`config.mk`:
```
export PLATFORM = sky130hd
export DESIGN_NAME = h_alpha_stream_src
export DESIGN_NICKNAME = d
export VERILOG_FILES = /design/src/rtl/h_alpha_stream_src_pkg.sv /design/src/rtl/h_alpha_elem_ram.sv /design/src/rtl/h_alpha_stream_src.sv
export SDC_FILE = /design/constraint.sdc
export NUM_CORES = 2
export LEC_CHECK = 0
export ABC_AREA = 0
export BUFFER_PORTS_ARGS = -buffer_cell sky130_fd_sc_hd__buf_2
export CAP_MARGIN = 20
export CORE_UTILIZATION = 58
export DETAILED_ROUTE_END_ITERATION = 8
export HOLD_SLACK_MARGIN = 0.02
export PLACE_DENSITY_LB_ADDON = 0.15
export SLEW_MARGIN = 20
export SYNTH_ARGS = -nofsm -noshare
export SYNTH_HDL_FRONTEND = slang
export SYNTH_SLANG_ARGS = --single-unit
```
`constraint.sdc`:
```
create_clock -name clk -period 8.74 [get_ports clk]
set_input_delay 0.437 -clock clk [delete_from_list [all_inputs] [get_ports clk]]
set_output_delay 0.437 -clock clk [all_outputs]
set_load 0.1 [all_outputs]
```
`src/rtl/h_alpha_stream_src_pkg.sv`:
```
// Shared encodings for the H/alpha stream source and its downstream consumer.
package h_alpha_stream_src_pkg;

  // FSM state encoding (kept as plain constants for legacy consumers).
  typedef logic [1:0] state_t;

  localparam state_t ST_IDLE   = 2'd0;
  localparam state_t ST_SEND_H = 2'd1;
  localparam state_t ST_SEND_A = 2'd2;
  localparam state_t ST_FIN    = 2'd3;

  // cfg_sel encodings.
  typedef logic sel_t;

  localparam sel_t SEL_H     = 1'b0;
  localparam sel_t SEL_ALPHA = 1'b1;

endpackage

```
`src/rtl/h_alpha_elem_ram.sv`:
```
// Alpha element store: simple dual-port RAM, synchronous write and registered read.
// The read register doubles as the alpha output register of the stream source.
module h_alpha_elem_ram #(
  parameter int unsigned Depth = 28,
  parameter int unsigned Width = 64,
  parameter int unsigned AddrW = $clog2(Depth)
) (
  input  logic             clk,
  input  logic             we,
  input  logic [AddrW-1:0] waddr,
  input  logic [Width-1:0] wdata,
  input  logic [AddrW-1:0] raddr,
  output logic [Width-1:0] rdata
);

  logic [Width-1:0] mem [Depth];

  // Write port plus registered read; contents are deliberately never reset.
  always_ff @(posedge clk) begin
    if (we) begin
      mem[waddr] <= wdata;
    end
    rdata <= mem[raddr];
  end

endmodule

```
`src/rtl/h_alpha_stream_src.sv`:
```
// Streams the I rows of H, then the A alpha columns (J elements each, column-major),
// over two AXI-Stream style ports, once per start pulse. Both stores are loaded
// through a small config port that is only live while idle.
module h_alpha_stream_src
  import h_alpha_stream_src_pkg::*;
#(
  parameter int unsigned J  = 14,
  parameter int unsigned I  = 2,
  parameter int unsigned A  = 2,
  parameter int unsigned DW = 64
) (
  input  logic                  clk,
  input  logic                  rst,
  input  logic                  start,
  output logic                  busy,
  output logic                  done,
  input  logic                  cfg_we,
  input  logic                  cfg_sel,
  input  logic [$clog2(J*A):0]  cfg_addr,
  input  logic [DW-1:0]         cfg_wdata,
  output logic [J-1:0]          H_row,
  output logic                  H_row_tvalid,
  input  logic                  H_row_tready,
  output logic                  H_row_tlast,
  output logic [DW-1:0]         alpha_u_col,
  output logic                  alpha_u_col_tvalid,
  input  logic                  alpha_u_col_tready,
  output logic                  alpha_u_col_tlast
);

  localparam int unsigned N  = J * A;
  localparam int unsigned CW = $clog2(N) + 1;
  localparam int unsigned AW = $clog2(N);

  state_t          state_q, state_d;
  logic [CW-1:0]   h_cnt_q, h_cnt_d;   // H row index
  logic [CW-1:0]   a_cnt_q, a_cnt_d;   // flat alpha element index
  logic [CW-1:0]   elem_q, elem_d;     // element index within the current column

  logic            h_acc, a_acc;
  logic            h_last_row, a_last_elem;

  logic            cfg_ok, h_wr, a_wr;
  logic [J-1:0]    h_mem [I];
  logic [J-1:0]    h_row_sel;
  logic [DW-1:0]   ram_rdata;

  assign h_acc       = H_row_tvalid & H_row_tready;
  assign a_acc       = alpha_u_col_tvalid & alpha_u_col_tready;
  assign h_last_row  = (h_cnt_q == CW'(I - 1));
  assign a_last_elem = (a_cnt_q == CW'(N - 1));

  // Next-state and counter logic; every state entry starts its counters from zero.
  always_comb begin
    state_d = state_q;
    h_cnt_d = h_cnt_q;
    a_cnt_d = a_cnt_q;
    elem_d  = elem_q;
    case (state_q)
      ST_IDLE: begin
        h_cnt_d = '0;
        a_cnt_d = '0;
        elem_d  = '0;
        if (start) begin
          state_d = ST_SEND_H;
        end
      end
      ST_SEND_H: begin
        if (h_acc) begin
          if (h_last_row) begin
            state_d = ST_SEND_A;
            h_cnt_d = '0;
            a_cnt_d = '0;
            elem_d  = '0;
          end else begin
            h_cnt_d = h_cnt_q + CW'(1);
          end
        end
      end
      ST_SEND_A: begin
        if (a_acc) begin
          if (a_last_elem) begin
            state_d = ST_FIN;
            a_cnt_d = '0;
            elem_d  = '0;
          end else begin
            a_cnt_d = a_cnt_q + CW'(1);
            elem_d  = (elem_q == CW'(J - 1)) ? '0 : elem_q + CW'(1);
          end
        end
      end
      ST_FIN: begin
        state_d = ST_IDLE;
        h_cnt_d = '0;
        a_cnt_d = '0;
        elem_d  = '0;
      end
      default: begin
        state_d = ST_IDLE;
        h_cnt_d = '0;
        a_cnt_d = '0;
        elem_d  = '0;
      end
    endcase
  end

  // State and counter registers; reset aborts any transfer immediately.
  always_ff @(posedge clk or posedge rst) begin
    if (rst) begin
      state_q <= ST_IDLE;
      h_cnt_q <= '0;
      a_cnt_q <= '0;
      elem_q  <= '0;
    end else begin
      state_q <= state_d;
      h_cnt_q <= h_cnt_d;
      a_cnt_q <= a_cnt_d;
      elem_q  <= elem_d;
    end
  end

  // Status and handshake outputs are pure decodes of registered state, so an
  // asynchronous reset clears them in the same cycle.
  assign busy               = (state_q != ST_IDLE);
  assign done               = (state_q == ST_FIN);
  assign H_row_tvalid       = (state_q == ST_SEND_H);
  assign H_row_tlast        = H_row_tvalid & h_last_row;
  assign alpha_u_col_tvalid = (state_q == ST_SEND_A);
  assign alpha_u_col_tlast  = alpha_u_col_tvalid & (elem_q == CW'(J - 1));

  // Config writes land only while idle and only for in-range addresses. A write
  // in the same cycle as start lands at that edge, ahead of the first read.
  assign cfg_ok = cfg_we & (state_q == ST_IDLE);
  assign h_wr   = cfg_ok & (cfg_sel == SEL_H)     & (cfg_addr < CW'(I));
  assign a_wr   = cfg_ok & (cfg_sel == SEL_ALPHA) & (cfg_addr < CW'(N));

  // H row store; retains contents across reset.
  always_ff @(posedge clk) begin
    for (int r = 0; r < int'(I); r++) begin
      if (h_wr && (cfg_addr == CW'(r))) begin
        h_mem[r] <= cfg_wdata[J-1:0];
      end
    end
  end

  // Select the current H row; the counter is frozen during a stall so the row holds.
  always_comb begin
    h_row_sel = '0;
    for (int r = 0; r < int'(I); r++) begin
      if (h_cnt_q == CW'(r)) begin
        h_row_sel = h_mem[r];
      end
    end
  end

  assign H_row = H_row_tvalid ? h_row_sel : '0;

  // The RAM is addressed with the next element index, so its read register holds
  // the element for the following cycle. During SEND_H the index is parked at 0,
  // which has element 0 ready on the first alpha cycle with no bubble.
  h_alpha_elem_ram #(
    .Depth (N),
    .Width (DW),
    .AddrW (AW)
  ) u_elem_ram (
    .clk   (clk),
    .we    (a_wr),
    .waddr (cfg_addr[AW-1:0]),
    .wdata (cfg_wdata),
    .raddr (a_cnt_d[AW-1:0]),
    .rdata (ram_rdata)
  );

  assign alpha_u_col = alpha_u_col_tvalid ? ram_rdata : '0;

endmodule

```
; Word level (Yosys, flattened, before mapping)
; Memory sizes are Yosys's and may differ from the RTL's. A register that Yosys moved wholly into a read port is not among the register bits.
; Index checks and enable logic that the tools add are counted.
[classes]
n_addsub = 3
n_lt_le_gt_ge = 2
eq_ne = 12
n_mux = 33
bitwise_logic = 10
reduce_logical = 12
[ops]
columns = operator, n
row1 = $mux W6, 11
row2 = $mux W64, 1
row3 = $mux W14, 4
row4 = $pmux W6 S3, 2
row5 = $add A6 B1 Y6 const B, 3
row6 = $reduce_or A14 Y1, 1
row7 = $eq A6 B1 Y1 const B, 2
row8 = $logic_not A6 Y1, 2
row9 = $pmux W6 S2, 1
row10 = $mux W2, 5
row11 = $and A1 B1 Y1, 9
row12 = $mux W1, 8
row13 = $ne A2 B1 Y1 const B, 4
row14 = $pmux W2 S4, 1
row15 = $eq A6 B4 Y1 const B, 1
row16 = $eq A6 B5 Y1 const B, 1
row17 = $lt A6 B2 Y1 const B, 1
row18 = $lt A6 B5 Y1 const B, 1
row19 = $reduce_and A5 Y1, 1
row20 = $eq A2 B2 Y1 const B, 2
row21 = $reduce_bool A2 Y1, 2
row22 = $reduce_and A3 Y1, 1
row23 = $eq A2 B1 Y1 const B, 1
row24 = $logic_and A1 B1 Y1, 2
row25 = other kinds (5), 5
[word_totals]
reg_bits = 20
ramBits = 1820
word_cells = 79
memories = 2
[mem_list]
columns = memory, words, width, read_ports, rd_clocked_by_memory_dff, wr, line
row1 = u_elem_ram.mem, 28, 64, 1, 1, 1, h_alpha_elem_ram.sv:16  ; logic [Width-1:0] mem [Depth];
row2 = h_mem, 2, 14, 2, 0, 1, h_alpha_stream_src.sv:44  ; logic [J-1:0] h_mem [I];

; Depth between registers and ports, before layout
[logic_depth]
depth_word = 9
depth_mapped = 14

; Modules after synthesis
; A second synthesis with hierarchy kept.
[hier_totals]
hier_cells = 3804
area_unflattened_um2 = 73017.5
[modules_own_cells]
columns = module, instances, cells_each, area_each_um2, seq_area_each_um2
row1 = h_alpha_elem_ram, 1, 3539, 70192.3, 55092.8
row2 = h_alpha_stream_src, 1, 265, 2825.2, 1341.3

; Worst setup path after synthesis
; Ideal clock, no wire load.
[synth_timing]
path_kind = register -> register
start = register state_q[0]
end = memory u_elem_ram.mem[21][0] (enable)
arrival_ps = 4648
t_required_ps = 8254
slack_ps = 3606
path_stages_with_launch = 7
synth_period_minus_slack_ps = 5134
cell_sequence = dfrtp_1 > inv_1 > ha_1 > inv_1 > nor4b_1 > nand3_1 > nor2_1
[synth_between]
elab_chain_cells = 6
[synth_lines]
columns = item, line
row1 = from (decl), h_alpha_stream_src.sv:35  ; state_t state_q, state_d;
row2 = from (signal assigned), h_alpha_stream_src.sv:115  ; state_q <= state_d;
row3 = $logic_not A2 Y1, h_alpha_stream_src.sv:133  ; assign cfg_ok = cfg_we & (state_q == ST_IDLE);
row4 = $and A1 B1 Y1, h_alpha_stream_src.sv:133
row5 = $and A1 B1 Y1 (2 in a row), h_alpha_stream_src.sv:135  ; assign a_wr = cfg_ok & (cfg_sel == SEL_ALPHA) & (cfg_addr < CW'(N));
row6 = $mux W1, h_alpha_elem_ram.sv:20  ; if (we) begin
row7 = $mux W1 (implied by the code), h_alpha_elem_ram.sv:21  ; mem[waddr] <= wdata;
row8 = to (decl), h_alpha_elem_ram.sv:16
; No other way between the ends.

; Worst setup path after layout
[layout_timing]
start = register state_q[1]
end = register u_elem_ram.rdata[53] (read register of u_elem_ram.mem)
[layout_between]
elab_chain_cells = 4
elab_cells_between_ends = 10
classes_between = eq/ne (3) / mux (3) / bitwise (2) / reduce/logical (2)
[layout_lines]
columns = item, line
row1 = $eq A2 B2 Y1 or $eq A2 B1 Y1 (tied branches), "h_alpha_stream_src.sv:59, h_alpha_stream_src.sv:128, h_alpha_stream_src.sv:126"
row2 = "$and A1 B1 Y1, on equally long branches", "h_alpha_stream_src.sv:49, h_alpha_stream_src.sv:48"
row3 = "$mux W6, on equally long branches", "h_alpha_stream_src.sv:81, h_alpha_stream_src.sv:69"
row4 = $pmux W6 S3 (*), h_alpha_stream_src.sv:59  ; case (state_q)
row5 = to (decl), h_alpha_elem_ram.sv:13  ; output logic [Width-1:0] rdata
; Mark *: on every way between the ends. The rest lies on a longest branch, timed or not. The select of a mux whose other input is x is not followed.
; A chain may end at the register's enable or synchronous reset.

==> PnR_summary.wiki <==
{| class="wikitable"
! Metric !! Value
|-
| Clk_lat worst skew || 840 ps
|-
| Maximum number of pins on one net before global-route repair || 158
|-
| Sort of element at the start of the critical path || flop
|-
| Root buffer selected by CTS || sky130_fd_sc_hd__clkbuf_16
|-
| Clock tree from TritonCTS || built
|-
| Int Power || 15.4 mW
|-
| Number of buffers added for setup after CTS || 0
|-
| Total setup violations reported at the end of the flow || 0
|-
| Highest clock rate || 196 MHz
|-
| Final sum of negative setup slack || 0 ps
|-
| Largest clock skew in the final design || 26.6 ps
|-
| Global-route wire length before repair || 280000 um
|-
| Combinational fraction of design power || 17.3%
|-
| Relative slew slack || 20.9%
|-
| Count of distinct cell types in the synthesized netlist || 59
|-
| Layout cells sized above 1 || 14.4%
|-
| Layout-stage area growth over the synthesis result || 11.5%
|-
| Post-detailed-route via-to-cell ratio || 6.62
|-
| Seq pwr share || 47.2%
|-
| Post-route DRC || 4
|-
| Number of violations of the max-capacitance limit || 0
|-
| Failing checks || DRC
|-
| Run status || finished with violations
|-
| Num CTS Buffers || 186
|-
| Floorplan core area || 0.128 sq mm
|-
| GP Congestion || 0.792
|-
| Die boundary height || 360 um
|-
| Via count || 42953
|-
| PortBufs || 160
|-
| HPWL reported at the end of detailed placement || 93100 um
|-
| RSZ-0062 raised after global routing || no
|-
| Sinks on the clock net || 1904
|-
| Final Hold Vio Count || 0
|-
| Utilization after layout || 65.1%
|-
| Initial antenna violation count || 14
|-
| Row count || 131
|-
| Final Routed Wirelength || 196000 um
|-
| Net switching share of the total power || 29.0%
|-
| I/O pin count || 161
|-
| Syn nets || 4640
|-
| Post-layout minimum cycle time || 5090 ps
|-
| PnR worst setup slack || 3650 ps
|-
| Max Root-Sink Buffers || 3
|-
| Number of DRC markers after the initial detailed-route iteration || 4933
|-
| Power density over the cells || 262 mW/mm^2
|-
| Crit path capture type || flop
|-
| Actual transition at the worst max-transition pin || 1190 ps
|-
| Average footprint of a synthesized cell || 16.4 sq um
|-
| Number of instances in the synthesized netlist || 4552
|-
| Area of the die || 0.130 sq mm
|-
| GR Util All Layers || 29.8%
|-
| Number of nets in the finished design || 4749
|-
| Area of the mapped netlist || 0.0745 sq mm
|-
| Count of pins over their slew limit || 0
|-
| Number of synthesized register bits || 1904
|-
| Hold/Removal Path Class || in2reg
|-
| Share of total power in the clock network || 35.5%
|-
| Number of enable flip-flop cells after synthesis || 1820
|-
| Width of the chip || 360 um
|-
| Final period util || 58.3%
|-
| H-tree level count || 4
|-
| Post-DRT Antenna Nets || 0
|-
| Net switching power || 6.31 mW
|-
| Total global routing overflow || 0
|-
| Startpoint-to-endpoint class of the critical path || reg2reg
|-
| Post-CTS clock slew at the launch and capture registers of the worst setup and hold paths || 60 ps
|-
| Dpl ws || 3760 ps
|-
| Warning count from the yosys run || 0
|-
| Share of synthesized area occupied by flip-flops and latches || 75.8%
|-
| Required time at the endpoint of the critical path || 9440 ps
|-
| Initial Utilization || 58.4%
|-
| Routed wire per std cell || 30.2 um
|-
| Highest net fanout along the worst path || 137
|-
| Share of flip-flops with an asynchronous set or reset after synthesis || 1.05%
|-
| Predominant post-synthesis flop cell || sky130_fd_sc_hd__edfxtp_1
|-
| Critical path data arrival time || 5790 ps
|-
| Number of detailed-route iterations in the first pass || 9
|-
| Number of global-route vias before repair || 41372
|-
| Worst vdd ir || 0.000229 V
|-
| Leakage power || 26.6 nW
|}
-- critical path, stage by stage, from the launching register on --
cell                       delay, ps
sky130_fd_sc_hd__dfrtp_1         420
sky130_fd_sc_hd__inv_1           130
sky130_fd_sc_hd__ha_1            310
sky130_fd_sc_hd__and3_1          290
sky130_fd_sc_hd__a21o_4          540
sky130_fd_sc_hd__and2_4          840
sky130_fd_sc_hd__inv_8           460
sky130_fd_sc_hd__buf_12          480
sky130_fd_sc_hd__mux2i_1         290
sky130_fd_sc_hd__a221oi_1        120
sky130_fd_sc_hd__o311a_1         400
sky130_fd_sc_hd__or3_1           300
-- path summary, 6_finish.rpt --
kind | start | end | slack, ps | cells past startpoint
worst min register to register | elem_q[3]$_DFFE_PP0P_ | elem_q[3]$_DFFE_PP0P_ | 470 | 1
worst min-delay path | cfg_wdata[51] | u_elem_ram.mem[6][51]$_DFFE_PP_ | 70 | 1
worst max-delay path | state_q[1]$_DFFE_PP0P_ | u_elem_ram.rdata[53]$_DFF_P_ | 3650 | 11
worst max register to register | state_q[1]$_DFFE_PP0P_ | u_elem_ram.rdata[53]$_DFF_P_ | 3650 | 11
max in group asynchronous | rst | h_cnt_q[0]$_DFFE_PP0P_ | 7900 | 3
min in group asynchronous | rst | h_cnt_q[4]$_DFFE_PP0P_ | 330 | 3
-- state kept, by name, indices dropped and copies added (netlist names) --
signal            flops
h_cnt_q               6
u_elem_ram.rdata     64
u_elem_ram.mem     1792
a_cnt_q               6
elem_q                6
h_mem                28
state_q               2
-- placed cells by master (no fill, tap or decap), drive strengths merged, types with 8 or more instances in the layout --
master	Yosys	final
a221oi	64	64
mux2i	448	448
dfrtp	20	20
a221o	129	129
inv	13	22
and2	66	66
buf	146	256
o311a	64	64
edfxtp	1820	1820
clkbuf	192	265
bufinv	0	8
clkinv	0	62
a31o	129	129
o22ai	128	128
a211oi	257	257
o21ai	82	82
nand3	9	9
nand2	343	343
and3	261	261
or3	67	67
a22o	15	15
dfxtp	64	64
ha	11	11
a21oi	134	134
nor2	39	39
-- cells in the mapped netlist (39+ instances only) --
cell type                  number  area share (%)
sky130_fd_sc_hd__edfxtp_1    1820              73
sky130_fd_sc_hd__mux2i_1      448             6.0
sky130_fd_sc_hd__nand2_1      343             1.7
sky130_fd_sc_hd__and3_1       261             2.2
sky130_fd_sc_hd__a211oi_1     256             2.6
sky130_fd_sc_hd__clkbuf_1     191            0.96
sky130_fd_sc_hd__a21oi_1      134            0.90
sky130_fd_sc_hd__a221o_1      129             1.7
sky130_fd_sc_hd__a31o_2       129             1.5
sky130_fd_sc_hd__o22ai_1      128             1.1
sky130_fd_sc_hd__buf_2        123            0.83
sky130_fd_sc_hd__o21ai_0       77            0.52
sky130_fd_sc_hd__or3_1         67            0.56
sky130_fd_sc_hd__and2_1        66            0.55
sky130_fd_sc_hd__a221oi_1      64            0.75
sky130_fd_sc_hd__dfxtp_1       64             1.7
sky130_fd_sc_hd__o311a_1       64            0.86
sky130_fd_sc_hd__nor2_1        39            0.20
-- area by class of cell --
type / instances / area, sq um
antenna: 5 / 12.5
clock buffer: 265 / 5130
clock inverter: 83 / 719
fill: 8802 / 44500
inverter: 13 / 63.8
multi-input combinational: 2297 / 16900
sequential: 1904 / 56400
tap: 1662 / 2080
timing repair buffer: 259 / 1710
-- per-stage QoR --
| step | total power [mW] | hold slack, ps | std cells | cell area (sq um) |
|---|---|---|---|---|
| 2_1_floorplan | 13.1 | 401 | 4552 | 74500 |
| 3_3_place_gp | 14.1 | 458 | 6130 | 77100 |
| 3_5_place_dp | 14.2 | 469 | 6131 | 77100 |
| 4_1_cts | 21.8 | 20.6 | 6482 | 83000 |
| 5_1_grt | 22.3 | 64.1 | 6483 | 83100 |
| 6_report | 21.7 | 65.9 | 6488 | 83100 |
-- metal layers --
layer  up-vias  wire (um)  track usage, %
met4        12       6220            10.8
met2      2116      95400            49.1
met5         -         83               0
met3       421      16400            5.33
met1     21845      78000            40.0
li1      18559          -               -
-- repair_timing --
action | 4_1_cts | 5_1_grt
hold buffers | 3 | 0
setup endpoints to repair | 0 | 0
hold endpoints to repair | 23 | 0
resized for setup | 0 | 0
-- logic make-up after synthesis --
| kind of cell | share of synthesized area [%] |
|---|---|
| compound gates | 10.4 |
| buf+inv | 2.01 |
| fa+ha+maj | 0.185 |
| mux | 6.03 |
| simple gates | 5.61 |
| flops | 75.8 |
-- power groups by stage --
stage / Sequential, mW / Combinational (mW) / Clock (mW)
6_report: 10.3 / 3.75 / 7.71
5_1_grt: 10.3 / 3.92 / 8.11
4_1_cts: 10.3 / 3.72 / 7.77
3_5_place_dp: 10.5 / 3.71 / 0
3_3_place_gp: 10.5 / 3.68 / 0
2_1_floorplan: 10.4 / 2.72 / 0
Note: power is estimated with default switching activity, not from simulation.
